[config.mk]
export PLATFORM = sky130hd
export DESIGN_NAME = sa_reset_seq
export DESIGN_NICKNAME = d
export VERILOG_FILES = /design/src/rtl/sa_reset_seq_pkg.sv /design/src/rtl/sa_reset_sync_n.sv /design/src/rtl/sa_reset_seq.sv
export SDC_FILE = /design/constraint.sdc
export NUM_CORES = 1
export LEC_CHECK = 0
export ABC_AREA = 1
export BUFFER_PORTS_ARGS = -buffer_cell sky130_fd_sc_hd__buf_2
export CELL_PAD_IN_SITES_DETAIL_PLACEMENT = 1
export CELL_PAD_IN_SITES_GLOBAL_PLACEMENT = 1
export CORE_MARGIN = 2
export CORE_UTILIZATION = 25
export DETAILED_ROUTE_END_ITERATION = 16
export PLACE_DENSITY = 0.57
export SLEW_MARGIN = 20
export SYNTH_ARGS = -nofsm -noshare
export SYNTH_HDL_FRONTEND = slang
export SYNTH_SLANG_ARGS = --single-unit
[constraint.sdc]
create_clock -name autosa_clk -period 3.8 [get_ports autosa_clk]
set_input_delay 0.19 -clock autosa_clk [delete_from_list [all_inputs] [get_ports autosa_clk]]
set_output_delay 0.19 -clock autosa_clk [all_outputs]
set_load 0.05 [all_outputs]
[src/rtl/sa_reset_seq_pkg.sv]
// Shared types and elaboration helpers for the AUTOSA reset combiner/sequencer.
package sa_reset_seq_pkg;

    typedef enum logic [1:0] {
        ASSERT  = 2'd0,
        HOLD    = 2'd1,
        RELEASE = 2'd2,
        RUN     = 2'd3
    } state_e;

    // One spare bit so the shared hold/gap counter can never wrap.
    function automatic int cnt_width(input int min_assert, input int release_gap);
        int m;
        m = (min_assert > release_gap) ? min_assert : release_gap;
        return $clog2(m) + 1;
    endfunction

    function automatic bit params_legal(input int num_src, input int num_out,
                                        input int sync_depth, input int min_assert,
                                        input int release_gap);
        return (num_src >= 1) && (num_src <= 8) &&
               (num_out >= 1) && (num_out <= 8) &&
               (sync_depth >= 2) && (min_assert >= 1) && (release_gap >= 1);
    endfunction

endpackage

[src/rtl/sa_reset_sync_n.sv]
// Per-source reset synchroniser: async assert, synchronous de-assert, with scan bypass.
module sa_reset_sync_n #(
    parameter int DEPTH = 2
) (
    input  logic clk,
    input  logic clr_n,
    input  logic direct_reset_,
    input  logic test_mode,
    output logic out
);

    logic [DEPTH-1:0] sync_q;

    always_ff @(posedge clk or negedge clr_n) begin
        if (!clr_n) begin
            sync_q <= '0;
        end else begin
            sync_q <= {sync_q[DEPTH-2:0], 1'b1};
        end
    end

    assign out = test_mode ? direct_reset_ : sync_q[DEPTH-1];

endmodule

[src/rtl/sa_reset_seq.sv]
// Combines synchronised reset sources plus a soft reset, enforces a minimum
// assertion width, then releases the downstream domains one at a time.
module sa_reset_seq
    import sa_reset_seq_pkg::*;
#(
    parameter int NUM_SRC     = 2,
    parameter int NUM_OUT     = 3,
    parameter int SYNC_DEPTH  = 2,
    parameter int MIN_ASSERT  = 4,
    parameter int RELEASE_GAP = 2
) (
    input  logic               autosa_clk,
    input  logic               synced_dla_rstn,
    input  logic               direct_reset_,
    input  logic               test_mode,
    input  logic [NUM_SRC-1:0] src_rstn,
    input  logic               sw_rst_req,
    output logic               sw_rst_ack,
    output logic [NUM_OUT-1:0] rstn_out,
    output logic               seq_busy,
    output logic               all_released,
    output logic [NUM_SRC:0]   last_cause
);

    localparam int CNT_W = cnt_width(MIN_ASSERT, RELEASE_GAP);
    localparam int IDX_W = $clog2(NUM_OUT) + 1;

    if (!params_legal(NUM_SRC, NUM_OUT, SYNC_DEPTH, MIN_ASSERT, RELEASE_GAP)) begin : g_param_check
        $error("sa_reset_seq: parameter out of legal range");
    end

    logic [NUM_SRC-1:0] sync_ok;
    logic [NUM_SRC-1:0] src_clr_n;
    logic               combined_ok;

    for (genvar i = 0; i < NUM_SRC; i++) begin : g_sync
        assign src_clr_n[i] = src_rstn[i] & synced_dla_rstn;

        sa_reset_sync_n #(
            .DEPTH(SYNC_DEPTH)
        ) u_sync (
            .clk          (autosa_clk),
            .clr_n        (src_clr_n[i]),
            .direct_reset_(direct_reset_),
            .test_mode    (test_mode),
            .out          (sync_ok[i])
        );
    end

    assign combined_ok = &sync_ok;

    state_e             state_q, state_d;
    logic [CNT_W-1:0]   cnt_q, cnt_d;
    logic [IDX_W-1:0]   idx_q, idx_d;
    logic [NUM_OUT-1:0] rstn_q, rstn_d;
    logic [NUM_SRC:0]   cause_q, cause_d;
    logic               sw_pend_q, sw_pend_d;
    logic               ack_q, ack_d;

    // Domains 0..idx are released; higher domains stay in reset.
    function automatic logic [NUM_OUT-1:0] release_mask(input logic [IDX_W-1:0] idx);
        logic [NUM_OUT-1:0] m;
        for (int j = 0; j < NUM_OUT; j++) begin
            m[j] = (IDX_W'(j) <= idx);
        end
        return m;
    endfunction

    always_comb begin
        state_d   = state_q;
        cnt_d     = cnt_q;
        idx_d     = idx_q;
        rstn_d    = '0;
        cause_d   = cause_q;
        sw_pend_d = sw_pend_q;
        ack_d     = 1'b0;

        case (state_q)
            ASSERT: begin
                if (combined_ok) begin
                    state_d = HOLD;
                    cnt_d   = '0;
                end
            end
            HOLD: begin
                if (!combined_ok) begin
                    state_d = ASSERT;
                    cause_d = {1'b0, ~sync_ok};
                    cnt_d   = '0;
                    idx_d   = '0;
                end else if (cnt_q == CNT_W'(MIN_ASSERT - 1)) begin
                    state_d = RELEASE;
                    cnt_d   = '0;
                    idx_d   = '0;
                end else begin
                    cnt_d = cnt_q + 1'b1;
                end
            end
            RELEASE: begin
                if (!combined_ok) begin
                    state_d = ASSERT;
                    cause_d = {1'b0, ~sync_ok};
                    cnt_d   = '0;
                    idx_d   = '0;
                end else begin
                    rstn_d = release_mask(idx_q);
                    if (idx_q == IDX_W'(NUM_OUT - 1)) begin
                        state_d = RUN;
                    end else if (cnt_q == CNT_W'(RELEASE_GAP - 1)) begin
                        idx_d = idx_q + 1'b1;
                        cnt_d = '0;
                    end else begin
                        cnt_d = cnt_q + 1'b1;
                    end
                end
            end
            RUN: begin
                // A hardware drop wins over a coincident soft-reset request.
                if (!combined_ok) begin
                    state_d = ASSERT;
                    cause_d = {1'b0, ~sync_ok};
                    cnt_d   = '0;
                    idx_d   = '0;
                end else if (sw_rst_req) begin
                    state_d   = ASSERT;
                    cause_d   = {1'b1, {NUM_SRC{1'b0}}};
                    sw_pend_d = 1'b1;
                    cnt_d     = '0;
                    idx_d     = '0;
                end else begin
                    rstn_d = '1;
                end
            end
            default: begin
                state_d = ASSERT;
            end
        endcase

        if ((state_d == RUN) && (state_q != RUN) && sw_pend_q) begin
            ack_d     = 1'b1;
            sw_pend_d = 1'b0;
        end
    end

    always_ff @(posedge autosa_clk or negedge synced_dla_rstn) begin
        if (!synced_dla_rstn) begin
            state_q   <= ASSERT;
            cnt_q     <= '0;
            idx_q     <= '0;
            rstn_q    <= '0;
            cause_q   <= '0;
            sw_pend_q <= 1'b0;
            ack_q     <= 1'b0;
        end else begin
            state_q   <= state_d;
            cnt_q     <= cnt_d;
            idx_q     <= idx_d;
            rstn_q    <= rstn_d;
            cause_q   <= cause_d;
            sw_pend_q <= sw_pend_d;
            ack_q     <= ack_d;
        end
    end

    assign rstn_out     = test_mode ? {NUM_OUT{direct_reset_}} : rstn_q;
    assign seq_busy     = (state_q != RUN);
    assign all_released = (state_q == RUN);
    assign sw_rst_ack   = ack_q;
    assign last_cause   = cause_q;

endmodule
# Word-level counts from Yosys, hierarchy flattened
# Index checks and enable logic that the tools add are counted.
# classes
n_eq_ne	14
magnitude_cmp	3
n_reduce_logical	14
bitwise_logic	3
addsub	2
mux	39
# ops
op	count
$mux 3	20
$mux 2	7
$ne 3x3->1 const B	4
$pmux 3 s2	2
$pmux 3 s4	1
$pmux 3 s3	1
$reduce_and 3->1	3
$pmux 2 s4	1
$reduce_bool 2->1	4
$mux 1	7
$add 3x1->3 const B	2
$eq 2x2->1 const B	3
$eq 3x2->1 const B	2
$le 1x3->1 const A	2
$ne 2x2->1 const B	3
$reduce_and 5->1	1
$eq 3x1->1 const B	1
$le 2x3->1 const A	1
$reduce_bool 3->1	1
$and 1x1->1	2
$eq 2x1->1 const B	1
$logic_and 1x1->1	2
$logic_not 2->1	1
$not 2->2	1
2 further kinds	2
# totals
output_inout_bits	9
reg_bits	20
input_bits	7

# Longest topological paths before layout
# depth
word_depth	9
ltp_mapped	11
depth_no_buf	11

# Cells and area by module
# A second synthesis with hierarchy kept.
# hier_totals
cells_unflattened	153
hier_area_um2	1242.4
# modules_own_cells
module	cells_each	seq_area_each_um2	n_inst	area_each_um2
sa_reset_seq	139	400.4	1	1104.8
sa_reset_sync_n	7	50.0	2	68.8

# Least setup slack after synthesis
# OpenSTA, ideal clock, no wires.
# synth_path
kind	register -> register
from	reg state_q[1]
to	reg sw_pend_q
stages_incl_launch_ff	11
setup_slack_ns	1.758
synth_period_minus_slack_ns	2.042
arrival_time_ns	1.921
required_time_ns	3.679
path_cell_list	dfrtp_1 > ha_1 > inv_2 > nor2_1 > nand3_2 > nand2_1 > nand2_1 > nand3_2 > nand2_1 > nor2_4 > nor2_1
# synth_between
elab_cells_between_ends	21
classes_between	eq/ne (5); mux (9); reduce/logical (7)
# synth_rtl
element	line	rtl
from (decl)	sa_reset_seq.sv:52	state_e state_q, state_d;
from (signal assigned)	sa_reset_seq.sv:155	state_q <= state_d;
$eq 2x2->1 (*)	n/a	
net all_released	sa_reset_seq.sv:21	output logic all_released,
$pmux 2 s4 (*)	sa_reset_seq.sv:78	case (state_q)
net state_d[0]	sa_reset_seq.sv:52	
$eq 2x2->1 (*)	sa_reset_seq.sv:139	if ((state_d == RUN) && (state_q != RUN) && sw_pend_q) begin
$logic_and 1x1->1 (*) (2 in series)	sa_reset_seq.sv:139	
$reduce_bool 2->1 (no line)	n/a	
$reduce_and 3->1 (no line)	n/a	
to (signal assigned)	sa_reset_seq.sv:160	sw_pend_q <= sw_pend_d;
to (decl)	sa_reset_seq.sv:57	logic sw_pend_q, sw_pend_d;
# The timed path passes the listed nets; every way through them passes the cells marked *.
# A chain may end at the register's enable or synchronous reset.

# Worst setup path in the final report
# layout_path
from	reg state_q[1]
to	reg sw_pend_q
# layout_between
elab_cells_between_ends	21
classes_between	eq/ne (5); mux (9); reduce/logical (7)
# layout_rtl
element	line
$eq 2x2->1, or another cell as far along	sa_reset_seq.sv:78
$pmux 2 s4 (*)	sa_reset_seq.sv:78
net state_d[0]	sa_reset_seq.sv:52
$eq 2x2->1 (*)	sa_reset_seq.sv:139
$logic_and 1x1->1 (*) (2 in series)	sa_reset_seq.sv:139
$reduce_bool 2->1 (no line)	n/a
$reduce_and 3->1 (no line)	n/a
# Marks and branches as above.

==> flow_summary.toml <==
[status]
outcome = "complete, no violations"

[logic_synthesis]
synth_cell_type_count = 21
synth_area_leader_cell = "dfrtp_1"
muxShareOfSynthArea_pct = 0
ys_seq_elements = 20
synth_top_family_by_area = "simple AND/OR/NAND/NOR gates"
synthAdderAreaFrac_pct = 12.90
synth_compound_area_share_pct = 8.631
syn_inst = 150
syn_area_mm2 = 0.001261
synth_xor_area_share_pct = 0.6944
ys_seq_area_share_pct = 39.68
yosysTopAreaCellShare_pct = 39.68
synthSimpleGateAreaFrac_pct = 30.65
synth.top_cells.by_area = "dfrtp_1, ha_1, nand2_1"
yosysWarnings = 0
syn_avg_cell_area_um2 = 8.408

[sta]
finalHoldViolCount = 0
whs_ns = 0.2524
period_minus_slack_ns = 1.759
fin_worst_skew_ns = 0.001762
fmax_mhz = 568.4
fin_crit_sh_pct = 46.30
rsz0062_at_grt = "false"
setup_viol = 0
setup_tns_ns = 0
finalMaxSlewViolations = 0

[global_route]
antenna_found_initial = 0
grt_use_total_pct = 12.08
grt_pass1_vias = 1077
grt_max_degree = 19
overflow = 0
grt_pass1_wl_um = 5126

[placement]
placedCellCount = 233
hpwl_um = 2262
portBuffers = 15
gp_congestion = 0.8785

[clock_network]
clockBufferDepth = 2
root_buffer = "clkbuf_8"
path_clk_slew_ns = 0.08
tritoncts = "yes"
cts_buffers = 3
clkLatencyLatePin_ns = 0.26
cts.sinks = 20
htree_levels = 1

[run]
cap_violations = 0

[detailed_routing]
first_iter_violations = 37
ant_nets = 0
num_vias = 1010
drc = 0
wire_per_inst_um = 11.95
wirelength_um = 2868
drt-vias-per-instance = 4.208
drtPass1Iterations = 4

[finish]
nets = 194
drive_above_1_share_pct = 26.01
syn_to_final_growth_pct = 19.64
fin_cells = 240
antenna_cells = 0

[power]
pwr-share-clk_pct = 18.7
comb_power_share_pct = 49.3
internal_power_uw = 466.6
power.total_uw = 877.0
ir_drop_v = 0.0001980
p_seq_share_pct = 32.0
p_leak_nw = 0.8319
switching_share_pct = 46.79
p_sw_uw = 410.3
power_density_mw_per_mm2 = 581.2

[setup_path]
cp.arrival_ns = 1.91
cp.required_ns = 3.95
end_kind = "flop"
critPathLaunchType = "flop"
worstPathMaxFanout = 7
crit_type = "flop to flop"

[floorplan]
core_area_mm2 = 0.004786
initial_core_util_pct = 26.35
io-pin-count = 16
die_w_um = 75.03
die_y_um = 75.03
die_area_mm2 = 0.005629
core.rowCount = 25

[worst_hold_path]
hold_class = "input pin to flop"
==> worst paths after layout <==
| check | startpoint | to | slack (ns) | cells after the start |
|---|---|---|---|---|
| min reg2reg | g_sync[0].u_sync.sync_q[0]$_DFF_PN0_ | g_sync[0].u_sync.sync_q[1]$_DFF_PN0_ | 0.36 | 0 |
| min | sw_rst_req | sw_pend_q$_DFFE_PN0P_ | 0.25 | 3 |
| max reg2reg | state_q[1]$_DFF_PN0_ | sw_pend_q$_DFFE_PN0P_ | 2.04 | 10 |
| max in group asynchronous | synced_dla_rstn | g_sync[1].u_sync.sync_q[0]$_DFF_PN0_ | 2.97 | 4 |
| max | state_q[1]$_DFF_PN0_ | sw_pend_q$_DFFE_PN0P_ | 2.04 | 10 |
| min in group asynchronous | src_rstn[1] | g_sync[1].u_sync.sync_q[1]$_DFF_PN0_ | 0.33 | 4 |
==> metal layers <==
| metal | track usage (%) | routed length (um) | vias to the layer above |
|---|---|---|---|
| li1 | - | - | 504 |
| met1 | 16.19 | 1332 | 490 |
| met2 | 19.40 | 1408 | 12 |
| met3 | 2.008 | 89 | 4 |
| met4 | 4.762 | 38 | 0 |
| met5 | 0 | 0 | - |
==> cell usage in the layout (no fill, tap or decap), drive strengths merged <==
| cell | count |
|---|---|
| a21boi | 1 |
| a31oi | 1 |
| buf | 15 |
| clkbuf | 4 |
| conb | 2 |
| dfrtp | 20 |
| dlygate4sd3 | 3 |
| ha | 13 |
| inv | 24 |
| nand2 | 50 |
| nand3 | 10 |
| nor2 | 14 |
| o21ai | 13 |
| o31ai | 2 |
| xor2 | 1 |
==> registers in the layout (all words and copies together), names as in the netlist <==
register	cells
g_sync.u_sync.sync_q	4
cnt_q	3
idx_q	3
last_cause	3
rstn_q	3
state_q	2
sw_pend_q	1
sw_rst_ack	1
==> per-stage QoR <==
step / setup WS [ns] / cell area (um2) / util [%]
CTS: 2.019 / 1509 / 31.53
global placement: 2.062 / 1424 / 29.75
detailed placement: 2.063 / 1424 / 29.75
floorplan: 1.758 / 1265 / -
finish: 2.041 / 1509 / 31.53
global route: 1.873 / 1509 / 31.53
==> cell usage after synthesis (all sizes together) <==
cell type / n
ha: 13
inv: 24
nand3: 10
o31ai: 2
nor2: 14
conb: 1
a31oi: 1
dfrtp: 20
a21boi: 1
xor2: 1
o21ai: 13
nand2: 50
==> logic make-up (layout without fill, tap and decap cells) <==
family                   Yosys count  count (layout)
XOR/XNOR                           1               1
flip-flops                        20              20
adder cells (fa/ha/maj)           13              13
other                              1               2
AND/OR/NAND/NOR                   74              74
buffers and inverters             24              46
AO/OA/AOI/OAI                     17              17
==> worst max-delay path: stages, from the launching register on <==
cell and delay, ns:
dfrtp_1 0.44, ha_1 0.31, inv_2 0.08, nor2_1 0.16, nand3_2 0.19, nand2_1 0.10
nand2_1 0.07, nand3_2 0.08, nand2_1 0.09, nor2_4 0.09, nor2_1 0.05
==> area by class of cell <==
| class | instances | area (um2) |
|---|---|---|
| clock buffers | 4 | 55.05 |
| fillers | 595 | 3277 |
| inverters | 24 | 90.09 |
| multi-input cells | 107 | 674.4 |
| flip-flops and latches | 20 | 500.5 |
| well taps | 67 | 83.83 |
| repair buffers | 18 | 105.1 |
==> power groups by stage <==
stage               combinational (mW)  clock (mW)  sequential [mW]
CTS                              0.438       0.175            0.281
floorplan                        0.296           0            0.323
global placement                 0.422           0            0.282
global route                     0.487       0.182            0.286
finish                           0.432       0.164            0.281
detailed placement               0.433           0            0.284
==> timing repair <==
item / CTS / global route
hold buffers: 3 / 0
hold endpoints to repair: 20 / 0
resized for setup: 0 / 0
setup buffers: 0 / 0
(Power assumes the default switching activity.)
